**src/rtl/cla_stream_accumulator.sv**
```systemverilog
// Streams operands through a 64-bit carry-lookahead adder, accumulating a per-packet
// total (WIDTH-bit sum + carry count + operand count) held on a valid/ready output.

module nbit_CLA_full_adder #(
  parameter int WIDTH = 64
) (
  input  logic [WIDTH-1:0] a,
  input  logic [WIDTH-1:0] b,
  input  logic             cin,
  output logic [WIDTH-1:0] sum,
  output logic             cout
);
  localparam int NG = WIDTH / 4;

  logic [WIDTH-1:0] g;
  logic [WIDTH-1:0] p;
  logic [WIDTH:0]   c;

  assign g = a & b;
  assign p = a ^ b;

  // 4-bit lookahead groups; group generate/propagate chain the group carries.
  always_comb begin
    logic [WIDTH:0] cv;
    logic           grp_g;
    logic           grp_p;
    cv    = '0;
    grp_g = 1'b0;
    grp_p = 1'b0;
    cv[0] = cin;
    for (int k = 0; k < NG; k++) begin
      cv[4*k+1] = g[4*k] | (p[4*k] & cv[4*k]);
      cv[4*k+2] = g[4*k+1] | (p[4*k+1] & g[4*k])
                | (p[4*k+1] & p[4*k] & cv[4*k]);
      cv[4*k+3] = g[4*k+2] | (p[4*k+2] & g[4*k+1])
                | (p[4*k+2] & p[4*k+1] & g[4*k])
                | (p[4*k+2] & p[4*k+1] & p[4*k] & cv[4*k]);
      grp_g = g[4*k+3] | (p[4*k+3] & g[4*k+2])
            | (p[4*k+3] & p[4*k+2] & g[4*k+1])
            | (p[4*k+3] & p[4*k+2] & p[4*k+1] & g[4*k]);
      grp_p = &p[4*k +: 4];
      cv[4*k+4] = grp_g | (grp_p & cv[4*k]);
    end
    c = cv;
  end

  assign sum  = p ^ c[WIDTH-1:0];
  assign cout = c[WIDTH];
endmodule

module cla_stream_accumulator #(
  parameter int WIDTH = 64,
  parameter int CNT_W = 16
) (
  input  logic             clk,
  input  logic             rst,
  input  logic             in_valid,
  output logic             in_ready,
  input  logic [WIDTH-1:0] in_data,
  input  logic             in_last,
  output logic             out_valid,
  input  logic             out_ready,
  output logic [WIDTH-1:0] out_sum,
  output logic [CNT_W-1:0] out_carries,
  output logic [CNT_W-1:0] out_count
);
  typedef enum logic {ACC, HOLD} state_t;

  state_t           state_q, state_d;
  logic [WIDTH-1:0] acc_q, acc_d;
  logic [CNT_W-1:0] carries_q, carries_d;
  logic [CNT_W-1:0] count_q, count_d;
  logic [WIDTH-1:0] add_sum;
  logic             add_cout;

  nbit_CLA_full_adder #(.WIDTH(WIDTH)) u_adder (
    .a    (acc_q),
    .b    (in_data),
    .cin  (1'b0),
    .sum  (add_sum),
    .cout (add_cout)
  );

  always_comb begin
    state_d     = state_q;
    acc_d       = acc_q;
    carries_d   = carries_q;
    count_d     = count_q;
    in_ready    = 1'b0;
    out_valid   = 1'b0;
    out_sum     = '0;
    out_carries = '0;
    out_count   = '0;
    case (state_q)
      ACC: begin
        in_ready = 1'b1;
        if (in_valid) begin
          acc_d     = add_sum;
          carries_d = (&carries_q) ? carries_q : carries_q + CNT_W'(add_cout);
          count_d   = (&count_q) ? count_q : count_q + CNT_W'(1);
          if (in_last) state_d = HOLD;
        end
      end
      HOLD: begin
        out_valid   = 1'b1;
        out_sum     = acc_q;
        out_carries = carries_q;
        out_count   = count_q;
        // Clear on handshake; in_ready only returns next cycle (no bypass).
        if (out_ready) begin
          acc_d     = '0;
          carries_d = '0;
          count_d   = '0;
          state_d   = ACC;
        end
      end
      default: state_d = ACC;
    endcase
  end

  always_ff @(posedge clk) begin
    if (rst) begin
      state_q   <= ACC;
      acc_q     <= '0;
      carries_q <= '0;
      count_q   <= '0;
    end else begin
      state_q   <= state_d;
      acc_q     <= acc_d;
      carries_q <= carries_d;
      count_q   <= count_d;
    end
  end
endmodule
```
**config.mk**
```make
export PLATFORM = sky130hd
export DESIGN_NAME = cla_stream_accumulator
export DESIGN_NICKNAME = d
export VERILOG_FILES = /design/src/rtl/cla_stream_accumulator.sv
export SDC_FILE = /design/constraint.sdc
export NUM_CORES = 1
export LEC_CHECK = 0
export ABC_AREA = 1
export ABC_CLOCK_PERIOD_IN_PS = 5000
export BUFFER_PORTS_ARGS = -buffer_cell sky130_fd_sc_hd__buf_2
export CAP_MARGIN = 40
export CORE_UTILIZATION = 55
export DETAILED_ROUTE_END_ITERATION = 8
export PLACE_DENSITY = 0.83
export SLEW_MARGIN = 0
export SYNTH_ARGS = -nofsm -noshare
export SYNTH_HDL_FRONTEND = slang
export SYNTH_HIERARCHICAL = 1
export SYNTH_SLANG_ARGS = --single-unit
```
**constraint.sdc**
```tcl
create_clock -name clk -period 5 [get_ports clk]
set_clock_uncertainty 0.1 [all_clocks]
set_input_delay 0.25 -clock clk [delete_from_list [all_inputs] [get_ports clk]]
set_output_delay 0.25 -clock clk [all_outputs]
set_load 0.005 [all_outputs]
```
# Word level (Yosys, flattened, before mapping)
# Index checks and enable logic that the tools add are counted.
# totals
reg_bits	97
elab_cells	443
inputBits	69
# classes
n_reduce_logical	20
n_bitwise	394
addsub	2
mux	19
eq_ne	4
# op_table
op	count
1-bit bitwise AND	234
64-bit 2-to-1 mux	3
1-bit OR	156
64-bit case mux with 2 select lines	1
64-bit bitwise XOR	2
16-bit 2-to-1 mux	7
64-bit bitwise AND	1
16-bit case mux with 2 select lines	2
4-bit AND reduction	15
16-bit AND reduction	2
16-bit by 1-bit adder with 16-bit output	1
16-bit by 1-bit adder with 16-bit output (second input constant)	1
2-bit inequality test (second input constant)	4
3-bit AND reduction	2
1-bit 2-to-1 mux	5
1-bit case mux with 2 select lines	1
2-bit AND reduction	1
1-bit NOT	1

# Logic depth before layout (Yosys ltp)
# logic_depth
word_depth	39
ltp_mapped	46
ltp_nobuf	46

# Modules after synthesis
# The synthesis kept the hierarchy.
# modules_own_cells
module	cells_per_inst	instances	area_each_um2
cla_stream_accumulator	870	1	5305.1
nbit_CLA_full_adder	339	1	2648.8

# Worst setup path before layout
# Ideal clock, no wire load.
# synth_path
path_type	reg2reg
startpoint	reg acc_q[2]
endpoint	reg carries_q[12]
synth_period_minus_slack_ns	3.801
t_arrival_ns	3.588
n_path_buf	0
setup_slack_ns	1.199
path_stages_with_launch	44
cell_sequence	dfxtp_1 ha_1 nand2_1 clkinv_1 nand3_2 nand2_2 nand2_2 nand2_2 nand2_2 nand2_4 nand2_4 nand2_4 nand2_4 nand2_4 nand2_2 nand2_4 nand2_4 nand2_4 [... 8 more ...] nand2_2 nand2_4 nand2_4 nand2_4 nand2_4 nand2_4 nand2_2 nand2_4 nand2_2 nand2_2 nand2_1 nand2_1 ha_1 nand2_1 nor3_1 nand4_1 nor2_1 nor2_1
# synth_via
elab_chain_len	39
word_cells_on_any_way	44
# synth_rtl
element	line_no	source
start: declaration	70	logic [WIDTH-1:0] acc_q, acc_d;
start signal: assignment	124	acc_q <= '0;
start signal: assignment	129	acc_q <= acc_d;
64-bit bitwise AND or 64-bit bitwise XOR (tied branches)	19, 20	
1-bit bitwise AND, on equally long branches	38, 39, 40	
1-bit OR, or another cell as far along	38	grp_g = g[4*k+3] | (p[4*k+3] & g[4*k+2])
1-bit OR or 1-bit bitwise AND (tied branches)	39, 40	
1-bit OR (*)	40	| (p[4*k+3] & p[4*k+2] & p[4*k+1] & g[4*k]);
1-bit bitwise AND (*)	42	cv[4*k+4] = grp_g | (grp_p & cv[4*k]);
1-bit OR (*)	42	
1-bit bitwise AND (*)	42	
[... 24 more ...]	--	
1-bit OR (*)	42	
1-bit bitwise AND (*)	42	
1-bit OR (*)	42	
named net add_cout	74	logic add_cout;
16-bit by 1-bit adder with 16-bit output (*)	99	carries_d = (&carries_q) ? carries_q : carries_q + CNT_W'(add_cout);
16-bit 2-to-1 mux (*)	99	
16-bit 2-to-1 mux (*)	97	if (in_valid) begin
16-bit case mux with 2 select lines (*)	94	case (state_q)
end signal: assignment	130	carries_q <= carries_d;
end: declaration	71	logic [CNT_W-1:0] carries_q, carries_d;
# Mark *: on every way through the listed nets, which the timed path passes. The rest lies on a longest branch. The select of a mux whose other input is x is not followed.
# A chain may end at the register's enable or synchronous reset.

# Final worst setup path
# layout_path
startpoint	reg acc_q[2]
endpoint	reg carries_q[6]
# Same word-level chain as after synthesis.

==> results.yml <==
grt:
  grt_max_degree: 73
  grtUsageTotal_pct: 26.3
  grt-ovfl-total: 0
  grt_pass1_wl_um: 31900
  antenna_found_initial: 0
  grt_pass1_vias: 7194
job:
  drv_cap: 0
critical_path:
  path_delay_family: "simple AND/OR/NAND/NOR gates"
  crit_buf_inv: 1
  crit_fanout: 4
  worst_path_max_delay_cell: "ha_1"
  rr_worst_depth: 45
  end_kind: "flop"
  cp-start-kind: "flop"
  crit_arrival_ns: 4.47
  required_ns: 5.15
  path_class: "reg2reg"
  path_common_cell: "nand2_4"
  cpPeakStageDelay_ns: 0.33
  path_depth: 45
sta:
  setup_viol: 0
  setup_tns_ns: 0
  finalCritPeriodShare_pct: 86.4
  tightest_slew_ns: 0.856
  worst_slack_ns: 0.679
  max_freq_mhz: 231
  fin_crit_ns: 4.32
  final_max_slew_viol_count: 0
  hold_viol: 0
  whs_ns: 0.0428
  worst_slew_margin_rel_pct: 43.0
  rsz0062_at_grt: "no"
pwr:
  swShare_pct: 35.1
  p_switching_mw: 0.847
  p_int_mw: 1.56
  p_per_area_nw_per_um2: 265
  pwr-share-clk_pct: 28.3
  seqPwrFrac_pct: 39.2
  p_leak_nw: 5.42
  irDropWorstVdd_v: 0.000254
  power_frac_comb_pct: 32.5
floorplanning:
  die_x_um: 122
  dieArea_um2: 14900
  start_util_pct: 56.9
  die_y_um: 122
  ios: 167
  std_cell_rows: 43
  coreArea_um2: 14000
clock_network:
  cts_sinks: 97
  cts_tree: "built"
  clkTransAtPathRegs_ns: 0.07
  postCtsHoldBufs: 0
  root_buffer: "clkbuf_16"
  post-cts-setup-buffer-count: 0
  cts_buffers: 9
  clk_path_buf_depth: 2
  clock_latency_ns: 0.35
  htreeDepth: 3
  cts_resized: 0
cells_and_area:
  final_cell_mix: "nand2_1, inv_1, buf_2, a21oi_1, dfxtp_1"
  antenna_cells: 0
  finalNetCount: 1500
  drive_above_1_share_pct: 18.5
  final_common_cell: "nand2_1"
  area_delta_synth_final_pct: 14.4
  final_area_um2: 9100
place:
  dp_hpwl_um: 13400
  placed_area_um2: 8820
  numPortBuffers: 166
  gp_congestion: 0.895
  detailedPlace.worstSlack_ns: 0.718
drt:
  wire_per_inst_um: 12.3
  drt_iter0_markers: 623
  met2_length_um: 9380
  drc: 0
  wirelength_um: 18900
  ant_nets: 0
  first_pass_iters: 5
  wl_met3_um: 884
  num_vias: 7822
  drt-vias-per-instance: 5.11
  top_layer: "met4"
  wl_met1_um: 8470
hold_path:
  hold_path_class: "in2reg"
  hold_depth: 3
logic_synthesis:
  synthCells: 1209
  ys_warn_count: 6
  synth.avg_cell_area_um2: 6.58
  yosysUniqueCellTypes: 37
  netlist_area_um2: 7950
  synth_seq_area_share_pct: 24.4
  synth-seq-cells: 97
outcome:
  status: "finished, final reports clean"
==> per-layer routing <==
metal  up-vias  global-route usage, %
met5         -                      0
met4         0                   6.63
met3        20                   5.30
met2       190                   46.2
met1      3592                   32.6
li1       4020                      -
==> cells in the mapped netlist <==
library cell	number	area (um^2)
a211oi_2	1	12.5
dfxtp_1	97	1940
nor3b_1	2	15.0
xor2_1	33	289
buf_2	10	50.1
o21ai_1	1	5.00
nand2_2	20	125
a211oi_1	1	7.51
nand2_8	1	20.0
o21bai_1	10	75.1
nor2_2	4	25.0
inv_1	173	649
a21oi_2	3	26.3
nor3_2	1	10.0
inv_4	2	12.5
buf_4	6	45.0
conb_1	1	3.75
a21o_1	1	7.51
nor3_1	4	20.0
nor2_4	5	56.3
and2_1	2	12.5
clkinv_1	2	7.51
nand4_1	8	50.1
a21oi_1	118	591
nand2_1	402	1510
fa_1	16	320
o31ai_1	2	15.0
buf_6	3	33.8
ha_1	67	838
clkbuf_1	23	86.3
xnor2_1	14	123
nor2_1	77	289
nand3_1	61	305
nand2_4	25	282
o21ai_0	9	45.0
nand3_2	3	30.0
nor2_8	1	20.0
==> final cells by class <==
type,instances,area (um^2)
Multi-Input combinational cell,894,5130
Clock inverter,4,45.0
Tap cell,180,225
Inverter,177,669
Clock buffer,11,233
Sequential cell,97,1950
Fill cell,1294,4890
Timing Repair Buffer,169,853
==> worst register-to-register path, delay by kind of cell, from the launching register on <==
kind | cells | cell delay [ns]
flip-flops | 1 | 0.32
buffers and inverters | 1 | 0.05
AO/OA/AOI/OAI | 1 | 0.16
AND/OR/NAND/NOR | 41 | 3.06
adder cells (fa/ha/maj) | 2 | 0.51
==> final timing paths <==
kind	start	to	slack [ns]
worst min-delay path	in_last	state_q$_SDFF_PP0_	0.04
worst min register to register	acc_q[6]$_SDFFE_PP0P_	acc_q[6]$_SDFFE_PP0P_	0.38
worst max-delay path	acc_q[2]$_SDFFE_PP0P_	carries_q[6]$_SDFFE_PP0P_	0.68
worst max register to register	acc_q[2]$_SDFFE_PP0P_	carries_q[6]$_SDFFE_PP0P_	0.68
==> power by group through the flow <==
| stage | clock (mW) | sequential, mW | combinational, mW |
|---|---|---|---|
| 2_1_floorplan | 0 | 0.933 | 0.629 |
| 3_3_place_gp | 0 | 0.960 | 0.750 |
| 3_5_place_dp | 0 | 0.962 | 0.774 |
| 4_1_cts | 0.702 | 0.946 | 0.781 |
| 5_1_grt | 0.731 | 0.962 | 0.894 |
| 6_report | 0.683 | 0.946 | 0.783 |
==> cell families after synthesis <==
logic type	Yosys count	share of synthesized area (%)
buffers and inverters	219	11.1
AO/OA/AOI/OAI	146	9.86
other	1	0.0471
adder cells (fa/ha/maj)	83	14.6
flip-flops	97	24.4
XOR/XNOR	47	5.18
AND/OR/NAND/NOR	616	34.8
==> metrics by stage <==
step,cells,power (mW),utilization (%)
6_report,1532,2.41,65.1
5_1_grt,1532,2.59,65.1
4_1_cts,1532,2.43,65.1
3_5_place_dp,1517,1.74,63.1
3_3_place_gp,1517,1.71,63.1
2_1_floorplan,1210,1.56,-
==> registers in the layout, summed over array words and instances (netlist names) <==
name,cells
carries_q,16
count_q,16
state_q,1
acc_q,64
(Power assumes the default switching activity.)
